## src/rtl/vector_abs_pipe_if.sv

```systemverilog
// Streaming handshake bundle for vector_abs_pipe: sample in, magnitude out.
// The source/sink side uses master and the estimator uses slave.
interface vector_abs_pipe_if #(
  parameter int WIDTH = 32
);
  logic             valid_i;
  logic             ready_o;
  logic [WIDTH-1:0] x_i;
  logic [WIDTH-1:0] y_i;
  logic [1:0]       mode_i;
  logic             valid_o;
  logic             ready_i;
  logic [WIDTH:0]   abs_o;
  logic             busy_o;

  modport master (
    output valid_i, x_i, y_i, mode_i, ready_i,
    input  ready_o, valid_o, abs_o, busy_o
  );

  modport slave (
    input  valid_i, x_i, y_i, mode_i, ready_i,
    output ready_o, valid_o, abs_o, busy_o
  );
endinterface

```

## src/rtl/vector_abs_pipe.sv

```systemverilog
// Three-stage 2-D magnitude estimator |(x,y)| ~= max + k*min with a global-stall
// valid/ready pipeline: S1 absolute values, S2 max/min sort, S3 weighted sum.
module vector_abs_pipe #(
  parameter int WIDTH     = 32,
  parameter int SIGNED_IN = 1
) (
  input  logic              clk_i,
  input  logic              rst_i,
  vector_abs_pipe_if.slave  bus
);

  // Two's-complement negation maps -2^(W-1) onto the unsigned value 2^(W-1), so no wrap.
  function automatic logic [WIDTH-1:0] f_mag(input logic [WIDTH-1:0] v);
    if ((SIGNED_IN != 0) && v[WIDTH-1]) begin
      f_mag = ~v + {{(WIDTH-1){1'b0}}, 1'b1};
    end else begin
      f_mag = v;
    end
  endfunction

  // Mode 2 floors the full 3*mn product, not the sum of separately shifted parts.
  function automatic logic [WIDTH-1:0] f_term(input logic [WIDTH-1:0] mn, input logic [1:0] mode);
    case (mode)
      2'd0:    f_term = mn >> 1;
      2'd1:    f_term = mn >> 2;
      2'd2:    f_term = WIDTH'((({2'b00, mn}) + ({2'b00, mn} << 1)) >> 3);
      2'd3:    f_term = mn;
      default: f_term = mn;
    endcase
  endfunction

  logic             w_adv;
  logic [WIDTH-1:0] w_ax;
  logic [WIDTH-1:0] w_ay;
  logic [WIDTH-1:0] w_mx;
  logic [WIDTH-1:0] w_mn;
  logic [WIDTH:0]   w_sum;

  logic             r_s1_v;
  logic             r_s2_v;
  logic             r_s3_v;
  logic [WIDTH-1:0] r_ax;
  logic [WIDTH-1:0] r_ay;
  logic [1:0]       r_m1;
  logic [WIDTH-1:0] r_mx;
  logic [WIDTH-1:0] r_mn;
  logic [1:0]       r_m2;
  logic [WIDTH:0]   r_abs;

  // Whole pipe shifts together (bubbles included) unless the output is blocked.
  assign w_adv = ~r_s3_v | bus.ready_i;

  // Combinational datapath for each stage boundary.
  always_comb begin
    w_ax = f_mag(bus.x_i);
    w_ay = f_mag(bus.y_i);
    if (r_ax >= r_ay) begin
      w_mx = r_ax;
      w_mn = r_ay;
    end else begin
      w_mx = r_ay;
      w_mn = r_ax;
    end
    // max + term never exceeds 2*(2^W-1), so WIDTH+1 bits hold it exactly.
    w_sum = {1'b0, r_mx} + {1'b0, f_term(r_mn, r_m2)};
  end

  // Stage valid bits; reset discards everything in flight.
  always_ff @(posedge clk_i or posedge rst_i) begin
    if (rst_i) begin
      r_s1_v <= 1'b0;
      r_s2_v <= 1'b0;
      r_s3_v <= 1'b0;
    end else if (w_adv) begin
      r_s1_v <= bus.valid_i;
      r_s2_v <= r_s1_v;
      r_s3_v <= r_s2_v;
    end else begin
      r_s1_v <= r_s1_v;
      r_s2_v <= r_s2_v;
      r_s3_v <= r_s3_v;
    end
  end

  // Stage data registers; they hold whenever the pipe is stalled.
  always_ff @(posedge clk_i or posedge rst_i) begin
    if (rst_i) begin
      r_ax  <= {WIDTH{1'b0}};
      r_ay  <= {WIDTH{1'b0}};
      r_m1  <= 2'd0;
      r_mx  <= {WIDTH{1'b0}};
      r_mn  <= {WIDTH{1'b0}};
      r_m2  <= 2'd0;
      r_abs <= {(WIDTH+1){1'b0}};
    end else if (w_adv) begin
      r_ax  <= w_ax;
      r_ay  <= w_ay;
      r_m1  <= bus.mode_i;
      r_mx  <= w_mx;
      r_mn  <= w_mn;
      r_m2  <= r_m1;
      r_abs <= w_sum;
    end else begin
      r_ax  <= r_ax;
      r_ay  <= r_ay;
      r_m1  <= r_m1;
      r_mx  <= r_mx;
      r_mn  <= r_mn;
      r_m2  <= r_m2;
      r_abs <= r_abs;
    end
  end

  assign bus.ready_o = w_adv;
  assign bus.valid_o = r_s3_v;
  assign bus.abs_o   = r_abs;
  assign bus.busy_o  = r_s1_v | r_s2_v | r_s3_v;

endmodule

```

## src/flat_wrapper.sv

```systemverilog
// flat-port wrapper written by rule: the top's interface ports become plain ports
module vector_abs_pipe_flat 
#(
  parameter int WIDTH     = 32,
  parameter int SIGNED_IN = 1
)
  (clk_i, rst_i, bus_valid_i, bus_x_i, bus_y_i, bus_mode_i, bus_ready_i, bus_ready_o, bus_valid_o, bus_abs_o, bus_busy_o);
  vector_abs_pipe_if #(.WIDTH(WIDTH)) bus_i ();
  input  logic clk_i;
  input  logic rst_i;
  input wire logic [$bits(bus_i.valid_i)-1:0] bus_valid_i;
  input wire logic [$bits(bus_i.x_i)-1:0] bus_x_i;
  input wire logic [$bits(bus_i.y_i)-1:0] bus_y_i;
  input wire logic [$bits(bus_i.mode_i)-1:0] bus_mode_i;
  input wire logic [$bits(bus_i.ready_i)-1:0] bus_ready_i;
  output wire logic [$bits(bus_i.ready_o)-1:0] bus_ready_o;
  output wire logic [$bits(bus_i.valid_o)-1:0] bus_valid_o;
  output wire logic [$bits(bus_i.abs_o)-1:0] bus_abs_o;
  output wire logic [$bits(bus_i.busy_o)-1:0] bus_busy_o;
  assign bus_i.valid_i = bus_valid_i;
  assign bus_i.x_i = bus_x_i;
  assign bus_i.y_i = bus_y_i;
  assign bus_i.mode_i = bus_mode_i;
  assign bus_i.ready_i = bus_ready_i;
  assign bus_ready_o = bus_i.ready_o;
  assign bus_valid_o = bus_i.valid_o;
  assign bus_abs_o = bus_i.abs_o;
  assign bus_busy_o = bus_i.busy_o;
  vector_abs_pipe #(.WIDTH(WIDTH), .SIGNED_IN(SIGNED_IN)) u_core (.clk_i(clk_i), .rst_i(rst_i), .bus(bus_i));
endmodule
```

## config.mk

```make
export PLATFORM = sky130hd
export DESIGN_NAME = vector_abs_pipe_flat
export DESIGN_NICKNAME = d
export VERILOG_FILES = /design/src/rtl/vector_abs_pipe_if.sv /design/src/rtl/vector_abs_pipe.sv /design/src/flat_wrapper.sv
export SDC_FILE = /design/constraint.sdc
export NUM_CORES = 1
export LEC_CHECK = 0
export CAP_MARGIN = 15
export CORE_MARGIN = 8
export CORE_UTILIZATION = 65
export DETAILED_ROUTE_END_ITERATION = 12
export GPL_ROUTABILITY_DRIVEN = 0
export GPL_TIMING_DRIVEN = 0
export PLACE_DENSITY = 0.92
export RECOVER_POWER = 50
export SYNTH_ARGS = -nofsm -noshare
export SYNTH_HDL_FRONTEND = slang
export SYNTH_SLANG_ARGS = --single-unit
export TNS_END_PERCENT = 1
```

## constraint.sdc

```tcl
create_clock -name clk_i -period 14.4 [get_ports clk_i]
set_input_delay 2.88 -clock clk_i [delete_from_list [all_inputs] [get_ports clk_i]]
set_output_delay 2.88 -clock clk_i [all_outputs]
set_load 0.05 [all_outputs]
```

==> impl_metrics.csv <==
group,metric,value,unit
outcome,status,"finished with violations",
outcome,violations,"DRC, capacitance limit, slew limit",
timing,worst_clock_skew,11.3,ps
worst_setup_path,crit_path_top_delay_cell,"clkdlybuf4s50_1",
global_routing,grt_start_max_net_pins,129,
worst_setup_path,worstSetupPathType,"input port to output port",
timing,slew_headroom,-0.279,
logic_synthesis,post_synth_num_cell_types,66,
worst_setup_path,crit_arrival,5830,ps
timing,setup_viol,0,
placement,post-dp-hpwl,31800,µm
finish,num_antenna_cells,0,
worst_setup_path,cp.required,11520,ps
routing,vias,13700,
clocking,cts_tree,"done",
clocking,post-cts-setup-buffer-count,0,
flow_run,maxCapViolations,1,
finish,nNetsFinal,1874,
global_routing,grt.total_usage,0.321,
logic_synthesis,syn_nets,1749,
floorplanning,row_count,52,
hold_path,worstHoldPathType,"register to register",
timing,hold_violations,0,
worst_setup_path,reg2reg_setup_slack,8740,ps
logic_synthesis,synth_edf_count,0,
routing,drt.antenna.violating_nets,0,
finish,fillers,1368,
routing,wl_per_cell,21.0,µm
worst_setup_path,cpPeakStageDelay,890,ps
clocking,cts_made_buffers,17,
clocking,root_buffer,"clkbuf_16",
timing,finalCritPeriodShare,0.605,
logic_synthesis,yosysSeqAreaShare,0.314,
global_routing,antenna_found_initial,0,
worst_setup_path,crit_chain,"clkdlybuf4s50_1, nor2b_1, clkbuf_1, inv_1, clkbuf_1, clkbuf_1, clkdlybuf4s50_1",
global_routing,grt_pass1_vias,13500,
global_routing,grt_overflow_total,0,
global_routing,grt_pass1_wl,67200,µm
timing,fmax,0.115,GHz
worst_setup_path,crit_family,"buffers and inverters",
worst_setup_path,end_kind,"output port",
logic_synthesis,synthCells,1579,
timing,drv_slew,41,
timing,worst_pin_slew,1910,ps
routing,dr.pass1.iters,13,
placement,dpl_worst_slack,5920,ps
finish,layout_common_cells,"168 x dfrtp_1, 151 x nor2_1, 143 x nand2_1, 113 x o21ai_0, 99 x ha_1",
timing,rsz0062_at_grt,"no",
logic_synthesis,synthFlopType,"dfrtp_1",
floorplanning,initial_core_util,0.663,
clocking,clock_latency,450,ps
floorplanning,die-area,25500,µm²
finish,final_common_cell,"dfrtp_1",
finish,drive_gt1_frac,0.0460,
floorplanning,dieHeight,160,µm
worst_setup_path,crit_top_cell,"clkbuf_1",
timing,setup_tns,0,ps
clocking,path_clk_slew,70,ps
clocking,clock-sinks,168,
clocking,htree_num_levels,4,
routing,viasPerCell,6.89,
logic_synthesis,synth_area,13400,µm²
floorplanning,die_w,160,µm
routing,drc,1,
logic_synthesis,ys_ff_latch,168,
clocking,cts_resized,0,
timing,worst_slack,5690,ps
routing,drt_iter0_drc,1604,
floorplanning,io_pins,106,
floorplanning,core,20200,µm²
worst_setup_path,path_max_fanout,10,
logic_synthesis,ys_async_sr_fraction,1.00,
logic_synthesis,avgSynthCellArea,8.49,µm²
logic_synthesis,yosysWarnings,0,
clocking,clockBufferDepth,2,
routing,drt_wl_total,41700,µm
worst_setup_path,worst-path-buf-inv,6,
finish,syn_to_final_growth,14.9,%
worst_setup_path,crit_path_start_kind,"input port",
clocking,hold_buffers,0,
placement,portBuffers,105,
timing,min_period,8710,ps
==> layout make-up <==
| type | count | area, µm² | share of cell area |
|---|---|---|---|
| multi-input combinational | 1240 | 8560 | 0.556 |
| buffer | 103 | 388 | 0.0252 |
| clock inverter | 15 | 159 | 0.0103 |
| clock buffer | 17 | 425 | 0.0276 |
| tap | 270 | 338 | 0.0219 |
| timing repair buffer | 106 | 1080 | 0.0700 |
| inverter | 68 | 256 | 0.0166 |
| sequential | 168 | 4200 | 0.273 |
==> worst register-to-register path, stage by stage, from the launching register on <==
cell and delay, ps:
dfrtp_1 480, ha_1 250, or3_1 400, o221a_2 290, o211ai_1 280, a21boi_1 170, nor2_1 240, o221ai_1 180
xor2_1 160, mux4_2 480, ha_1 380, a21oi_1 350, nand2_1 100, a221oi_1 430, a31oi_1 210, a21boi_1 500
o31ai_1 180, xnor2_1 320, o21ai_0 130
==> cells by family after synthesis <==
| logic type | Yosys count | synth area share |
|---|---|---|
| compound gates | 556 | 0.277 |
| simple gates | 450 | 0.155 |
| buf+inv | 171 | 0.0480 |
| flops | 168 | 0.314 |
| xor+xnor | 100 | 0.0653 |
| fa+ha+maj | 100 | 0.0939 |
| mux | 34 | 0.0471 |
==> synth_stat cells (9+ instances only) <==
cell type,number,area share
o21ai_0,113,0.042
dfrtp_1,168,0.31
xor2_1,65,0.042
o31ai_1,26,0.015
a211oi_1,9,0.0050
a41oi_1,64,0.042
nor3_1,12,0.0045
nand4_1,11,0.0051
buf_1,12,0.0034
nor2b_1,42,0.020
xnor2_1,35,0.023
mux4_2,23,0.039
a31oi_1,71,0.033
ha_1,99,0.092
o21ai_1,14,0.0052
a21oi_1,84,0.031
nand3_1,21,0.0078
o21a_1,10,0.0056
o41ai_1,13,0.0085
nand2_1,143,0.040
inv_1,66,0.018
clkbuf_1,90,0.025
a21o_1,32,0.018
nor2_1,151,0.042
o211ai_1,70,0.039
and3_1,13,0.0061
or3_1,15,0.0070
==> worst paths after layout <==
| check | start | to | depth (start not counted) |
|---|---|---|---|
| hold / removal | u_core.bus.abs_o[1] | u_core.bus.abs_o[1] | 2 |
| setup reg to reg | u_core.r_mn[4] | u_core.bus.abs_o[27] | 18 |
| min in group asynchronous | rst_i | u_core.bus.abs_o[10] | 2 |
| max in group asynchronous | rst_i | u_core.r_ax[2] | 3 |
| setup / recovery | bus_ready_i | bus_ready_o | 7 |
| hold reg to reg | u_core.bus.abs_o[1] | u_core.bus.abs_o[1] | 2 |
==> stage by stage <==
step,instances,utilization,area (µm²),hold slack (ps)
global route,1987,0.762,15400,510
finish,1987,0.762,15400,472
detailed placement,1955,0.733,14800,468
floorplan,1579,-,13400,439
global placement,1954,0.731,14800,454
CTS,1987,0.762,15400,483
==> metal layers <==
layer  vias up  routed length (µm)  global-route usage
li1       6149                   -                   -
met1      6324               15500               0.392
met2       999               19000               0.521
met3       218                5020              0.0769
met4         0                2080               0.168
met5         -                   0                   0
==> state kept, by name, summed over array words and instances, names as in the netlist <==
register	flops
u_core.r_m2	2
u_core.bus.abs_o	33
u_core.r_ax	32
u_core.r_m1	2
u_core.r_mx	32
u_core.bus.valid_o	1
u_core.r_s2_v	1
u_core.r_ay	32
u_core.r_s1_v	1
u_core.r_mn	32
Power is left out: the tool's default activity adds up to more than one toggle a clock period on the data nets, which glitch-free logic cannot reach.
